### config.mk
export PLATFORM = sky130hd
export DESIGN_NAME = seq_divider
export DESIGN_NICKNAME = d
export VERILOG_FILES = /design/src/rtl/div_pkg.sv /design/src/rtl/div_fa.sv /design/src/rtl/div_trial_sub.sv /design/src/rtl/seq_divider.sv
export SDC_FILE = /design/constraint.sdc
export NUM_CORES = 1
export LEC_CHECK = 0
export CAP_MARGIN = 20
export CORE_ASPECT_RATIO = 0.7
export CORE_MARGIN = 2
export CORE_UTILIZATION = 53
export DETAILED_ROUTE_END_ITERATION = 10
export PLACE_DENSITY = 0.78
export SLEW_MARGIN = 10
export SYNTH_ARGS = -nofsm -noshare
export SYNTH_HDL_FRONTEND = slang
export SYNTH_SLANG_ARGS = --single-unit
### constraint.sdc
create_clock -name clk -period 13.6 [get_ports clk]
set_clock_uncertainty 0.05 [all_clocks]
set_input_delay 4.08 -clock clk [delete_from_list [all_inputs] [get_ports clk]]
set_output_delay 4.08 -clock clk [all_outputs]
set_load 0.05 [all_outputs]
### src/rtl/div_pkg.sv
// Shared encodings for the multi-cycle divider: RISC-V funct3[1:0] op codes,
// FSM states and the iteration-counter width helper.
package div_pkg;

  typedef enum logic [1:0] {
    OP_DIV  = 2'b00,
    OP_DIVU = 2'b01,
    OP_REM  = 2'b10,
    OP_REMU = 2'b11
  } div_op_e;

  typedef enum logic [1:0] {
    IDLE = 2'd0,
    CALC = 2'd1,
    FIX  = 2'd2
  } div_state_e;

  // Counter runs N-1 down to 0, so $clog2(N) bits are enough.
  function automatic int cnt_width(input int n);
    return $clog2(n);
  endfunction

endpackage

### src/rtl/div_fa.sv
// One-bit full-adder cell used to build ripple carry chains.
module div_fa (
  input  logic i_a,
  input  logic i_b,
  input  logic i_ci,
  output logic o_s,
  output logic o_co
);

  logic w_p;

  assign w_p  = i_a ^ i_b;
  assign o_s  = w_p ^ i_ci;
  assign o_co = (i_a & i_b) | (i_ci & w_p);

endmodule

### src/rtl/div_trial_sub.sv
// W-bit ripple subtractor: a + ~b + 1 through a chain of full-adder cells.
// o_borrow is high when b > a (unsigned).
module div_trial_sub #(
  parameter int W = 33
) (
  input  logic [W-1:0] i_a,
  input  logic [W-1:0] i_b,
  output logic [W-1:0] o_diff,
  output logic         o_borrow
);

  logic [W:0] w_c;

  assign w_c[0] = 1'b1;

  for (genvar g = 0; g < W; g++) begin : g_bit
    div_fa u_fa (
      .i_a  (i_a[g]),
      .i_b  (~i_b[g]),
      .i_ci (w_c[g]),
      .o_s  (o_diff[g]),
      .o_co (w_c[g+1])
    );
  end

  assign o_borrow = ~w_c[W];

endmodule

### src/rtl/seq_divider.sv
// Restoring divider for DIV/DIVU/REM/REMU: one trial subtraction per clock,
// fixed N+2 cycle latency from start to the done pulse.
module seq_divider
  import div_pkg::*;
#(
  parameter int N = 32
) (
  input  logic         clk,
  input  logic         rst_n,
  input  logic         start,
  input  logic [1:0]   op,
  input  logic [N-1:0] dividend,
  input  logic [N-1:0] divisor,
  output logic         busy,
  output logic         done,
  output logic [N-1:0] result
);

  localparam int CW = cnt_width(N);

  div_state_e    r_state;
  logic          r_signed, r_is_rem, r_div0, r_neg_q, r_neg_r, r_done;
  logic [N-1:0]  r_dvd, r_dsr, r_quo, r_rem, r_result;
  logic [CW-1:0] r_cnt;

  logic          w_sgn_in;
  logic [N-1:0]  w_dvd_mag, w_dsr_mag;
  logic [N:0]    w_sh, w_diff;
  logic          w_borrow, w_ge;
  logic [N-1:0]  w_q_fix, w_r_fix, w_fix;

  assign w_sgn_in  = ~op[0];
  assign w_dvd_mag = (w_sgn_in && dividend[N-1]) ? -dividend : dividend;
  assign w_dsr_mag = (w_sgn_in && divisor[N-1])  ? -divisor  : divisor;

  // Remainder stays below the divisor, so its N+1-th bit only exists
  // transiently after the shift and is never stored.
  assign w_sh = {r_rem, r_quo[N-1]};

  div_trial_sub #(.W(N+1)) u_trial (
    .i_a      (w_sh),
    .i_b      ({1'b0, r_dsr}),
    .o_diff   (w_diff),
    .o_borrow (w_borrow)
  );

  assign w_ge = ~w_borrow & ~w_diff[N];

  assign w_q_fix = (r_signed && r_neg_q) ? -r_quo : r_quo;
  assign w_r_fix = (r_signed && r_neg_r) ? -r_rem : r_rem;
  assign w_fix   = r_div0   ? (r_is_rem ? r_dvd : '1)
                            : (r_is_rem ? w_r_fix : w_q_fix);

  always_ff @(posedge clk or negedge rst_n) begin
    if (!rst_n) begin
      r_state  <= IDLE;
      r_signed <= 1'b0;
      r_is_rem <= 1'b0;
      r_div0   <= 1'b0;
      r_neg_q  <= 1'b0;
      r_neg_r  <= 1'b0;
      r_done   <= 1'b0;
      r_dvd    <= '0;
      r_dsr    <= '0;
      r_quo    <= '0;
      r_rem    <= '0;
      r_result <= '0;
      r_cnt    <= '0;
    end else begin
      r_done <= 1'b0;
      case (r_state)
        IDLE: begin
          if (start) begin
            r_signed <= w_sgn_in;
            r_is_rem <= op[1];
            r_div0   <= (divisor == '0);
            r_neg_q  <= dividend[N-1] ^ divisor[N-1];
            r_neg_r  <= dividend[N-1];
            r_dvd    <= dividend;
            r_dsr    <= w_dsr_mag;
            r_quo    <= w_dvd_mag;
            r_rem    <= '0;
            r_cnt    <= CW'(N-1);
            r_state  <= CALC;
          end
        end
        CALC: begin
          r_rem <= w_ge ? w_diff[N-1:0] : w_sh[N-1:0];
          r_quo <= {r_quo[N-2:0], w_ge};
          if (r_cnt == '0) r_state <= FIX;
          else             r_cnt   <= r_cnt - CW'(1);
        end
        FIX: begin
          r_result <= w_fix;
          r_done   <= 1'b1;
          r_state  <= IDLE;
        end
        default: r_state <= IDLE;
      endcase
    end
  end

  assign busy   = (r_state != IDLE);
  assign done   = r_done;
  assign result = r_result;

endmodule
==> metrics, run 1 <==
I/O Pins 103; Power Dens Cells 248 nW/um^2; Final Hold Fails 0; reg-to-reg slack, setup 0.39 ns; Reg2Reg Capture Point r_rem[30]; CP max-delay cell fa_2; clk_lat worst skew 0.44 ns; die area 21600 sq um; gpl congestion 0.924; Pint 1770 uW; Util after Layout 64.5%; count of cell types in the netlist 64; Initial DRC Count 1148; critical path type reg2reg; remaining antenna violation count 0; DRT Pass-1 Iters 7; Die W 175 microns; post-route cell area 12800 sq um; most common cell in the synthesized netlist nand2_1; CTS clk-pin slew, worst paths 0.07 ns; Final Max Slew Viols 0; Final period util 97.1%; Die H 123 microns; status complete, no violations; fin nets 1399; yosys warns 0; Synth area leaders dfrtp_1 (40%), o21ai_0 (6.3%), nand2_1 (6.2%); Post-synth EDFFs 0; Clk network pwr share 17.6%; initial antenna violation count 1; core footprint 19900 sq um; Worst Hold Class reg2reg; fraction of registers with async set/reset 100%; Syn Area/Cell 8.80 sq um; Worst Max-Slew Pin Slew 0.877 ns; IO Port Bufs 102; total congestion overflow 0; Placed Cells 1539; clk root buf clkbuf_16; Layout area overhead 18.8%; Place WS -0.0760 ns; global-route wire length before repair 49800 microns; Min-Delay Endpoint r_dvd[12]; worst hold start r_dvd[12]; Tmin final 13.21 ns; leakage power 0.00522 uW; #FFs+latches synth 172; Seq/Total Area, Yosys 39.9%; largest net degree at the start of global routing 109; FF-to-FF path depth 42; share of the synthesized area in the top cell type 39.9%; WL/cell 19.6 microns; Synth top cells by count nand2_1 (178), dfrtp_1 (172), o21ai_0 (136); number of max-cap violations 0; Site Rows 43; RSZ-0062 raised after global routing no; Net Sw Frac 44.1%; Logic pwr share 49.9%; hold buffers post-CTS 0; wirelength, routed 30900 microns; # DRC 0; Post-Syn Area 10800 sq um; Num CTS Buffers 17; Switch Pwr 1400 uW; initial core utilization 54.3%; crit-path max cell delay 0.43 ns; CTS tree yes; clk buf depth 2; crit path launch r_quo[31]; Slew HR 41.3%; Syn Nets 1334; Crit path top cell by count fa_2; largest area contributor in the netlist dfrtp_1; layout cells sized above 1 6.59%; crit start category flip-flop; critical path data required time 13.85 ns; FMAX 0.0757 GHz; top_reg_cell synth dfrtp_1; Layout Cells excl Fill 1576; H-tree Lvls 4; Post-Synthesis Cells 1227; Max VDD drop 0.000177 V; Cells on Worst Hold Path 2; final setup margin 0.393 ns; CP Data Arrival Time 13.45 ns; Pwr Total 3180 uW; total number of vias 9821; DP HPWL 21300 microns; Num Clock Sinks 172; Seq pwr share 32.5%; final setup violation count 0; worst r2r src r_quo[31]; Worst setup EP type flip-flop; GRT Util Overall 29.5%; vias per inst 6.23; critical path peak fanout 13; Area after DPL 12000 sq um; vias in the first global route 9439
==> sequential cells by signal (all words and copies together), names as in the netlist <==
| name | count |
|---|---|
| done | 1 |
| r_cnt | 5 |
| r_div0 | 1 |
| r_dsr | 32 |
| r_dvd | 31 |
| r_is_rem | 1 |
| r_neg_q | 1 |
| r_neg_r | 1 |
| r_quo | 32 |
| r_rem | 32 |
| r_signed | 1 |
| r_state | 2 |
| result | 32 |
==> cell usage in the layout (no fill, tap or decap), types with 6 or more instances in the layout <==
cell | synthesis | final
nand2_1 | 178 | 177
dfrtp_1 | 172 | 172
o21ai_0 | 136 | 136
clkdlybuf4s50_1 | 0 | 101
nor2_1 | 84 | 83
xor2_1 | 59 | 58
inv_1 | 53 | 53
xnor2_1 | 52 | 52
a21oi_1 | 45 | 45
nand3_1 | 43 | 43
mux2i_1 | 37 | 37
nor3_1 | 26 | 26
o22ai_1 | 26 | 26
a22oi_1 | 24 | 24
nor4_1 | 20 | 20
o41ai_1 | 18 | 18
clkbuf_16 | 0 | 18
fa_2 | 0 | 17
o31ai_1 | 16 | 16
or3_1 | 15 | 15
fa_1 | 31 | 14
buf_4 | 0 | 13
or4_1 | 12 | 12
nand2b_1 | 10 | 9
a31oi_1 | 7 | 7
a221oi_1 | 7 | 7
ha_1 | 7 | 7
o221ai_1 | 6 | 6
a211oi_1 | 6 | 6
==> worst max-delay path by stage <==
stage / end / slack [ns] / depth (start not counted)
finish: r_rem[30] / 0.39 / 42
global route: r_rem[24] / 0.03 / 42
CTS: r_rem[30] / 0.002 / 42
detailed placement: r_rem[13] / -0.08 / 41
global placement: r_rem[1] / 0.21 / 41
floorplan: r_rem[26] / 0.13 / 41
==> final cells by class <==
class	instances	area, sq um
sequential	172	4300
timing repair buffer	121	1240
inverter	55	206
clock buffer	19	453
antenna	1	2.50
multi-input combinational	925	6070
fill	1646	7080
tap	270	338
clock inverter	13	211
==> layer usage <==
layer	vias up	global-route usage [%]	wire length [microns]
met3	47	8.36	3000
li1	4453	-	-
met2	458	44.4	13700
met1	4863	42.0	13700
met5	-	0	0
met4	0	8.02	534
==> kinds of logic (layout without fill, tap and decap cells) <==
kind of cell / after synthesis / count (layout) / synth area share, %
AND/OR/NAND/NOR: 421 / 421 / 18.2
AO/OA/AOI/OAI: 317 / 317 / 18.2
flip-flops: 172 / 172 / 39.9
buffers and inverters: 130 / 208 / 4.62
XOR/XNOR: 111 / 111 / 9.00
adder cells (fa/ha/maj): 38 / 38 / 6.56
multiplexers: 38 / 38 / 3.53
other: 0 / 1 / 0
==> worst max-delay path: cells and delay by family (launching register included) <==
| family | cells | cell delay (ns) |
|---|---|---|
| AO/OA/AOI/OAI | 1 | 0.09 |
| XOR/XNOR | 1 | 0.28 |
| adder cells (fa/ha/maj) | 32 | 11.42 |
| buffers and inverters | 7 | 0.65 |
| flip-flops | 1 | 0.38 |
| multiplexers | 1 | 0.18 |
==> what timing repair did <==
item                       CTS  global route
resized for setup            6            14
setup buffers                1             0
gates cloned                 1             1
pin swaps                    1             2
setup endpoints to repair   32            33
==> power by group through the flow <==
stage	Clock (uW)	Sequential, uW	Combinational (uW)
after detailed placement	0	1020	1460
after global placement	0	1010	1400
after global routing	583	1060	1760
after CTS	559	1020	1520
final	559	1030	1590
after floorplan	0	984	1050
==> through the flow <==
stage / hold WS, ns / setup TNS (ns)
after floorplan: 0.387 / 0
after global placement: 0.410 / 0
after detailed placement: 0.416 / -0.969
after CTS: 0.432 / 0
after global routing: 0.448 / 0
final: 0.430 / 0
Note: power is estimated with default switching activity, not from simulation.
==> run 2, diff against run 1 <==
Settings changed: ABC_AREA set to 0, CTS_CLUSTER_DIAMETER set to 120.
==> results of run 2 <==
The final DEF is identical to that of run 1; final timing and power are the same.
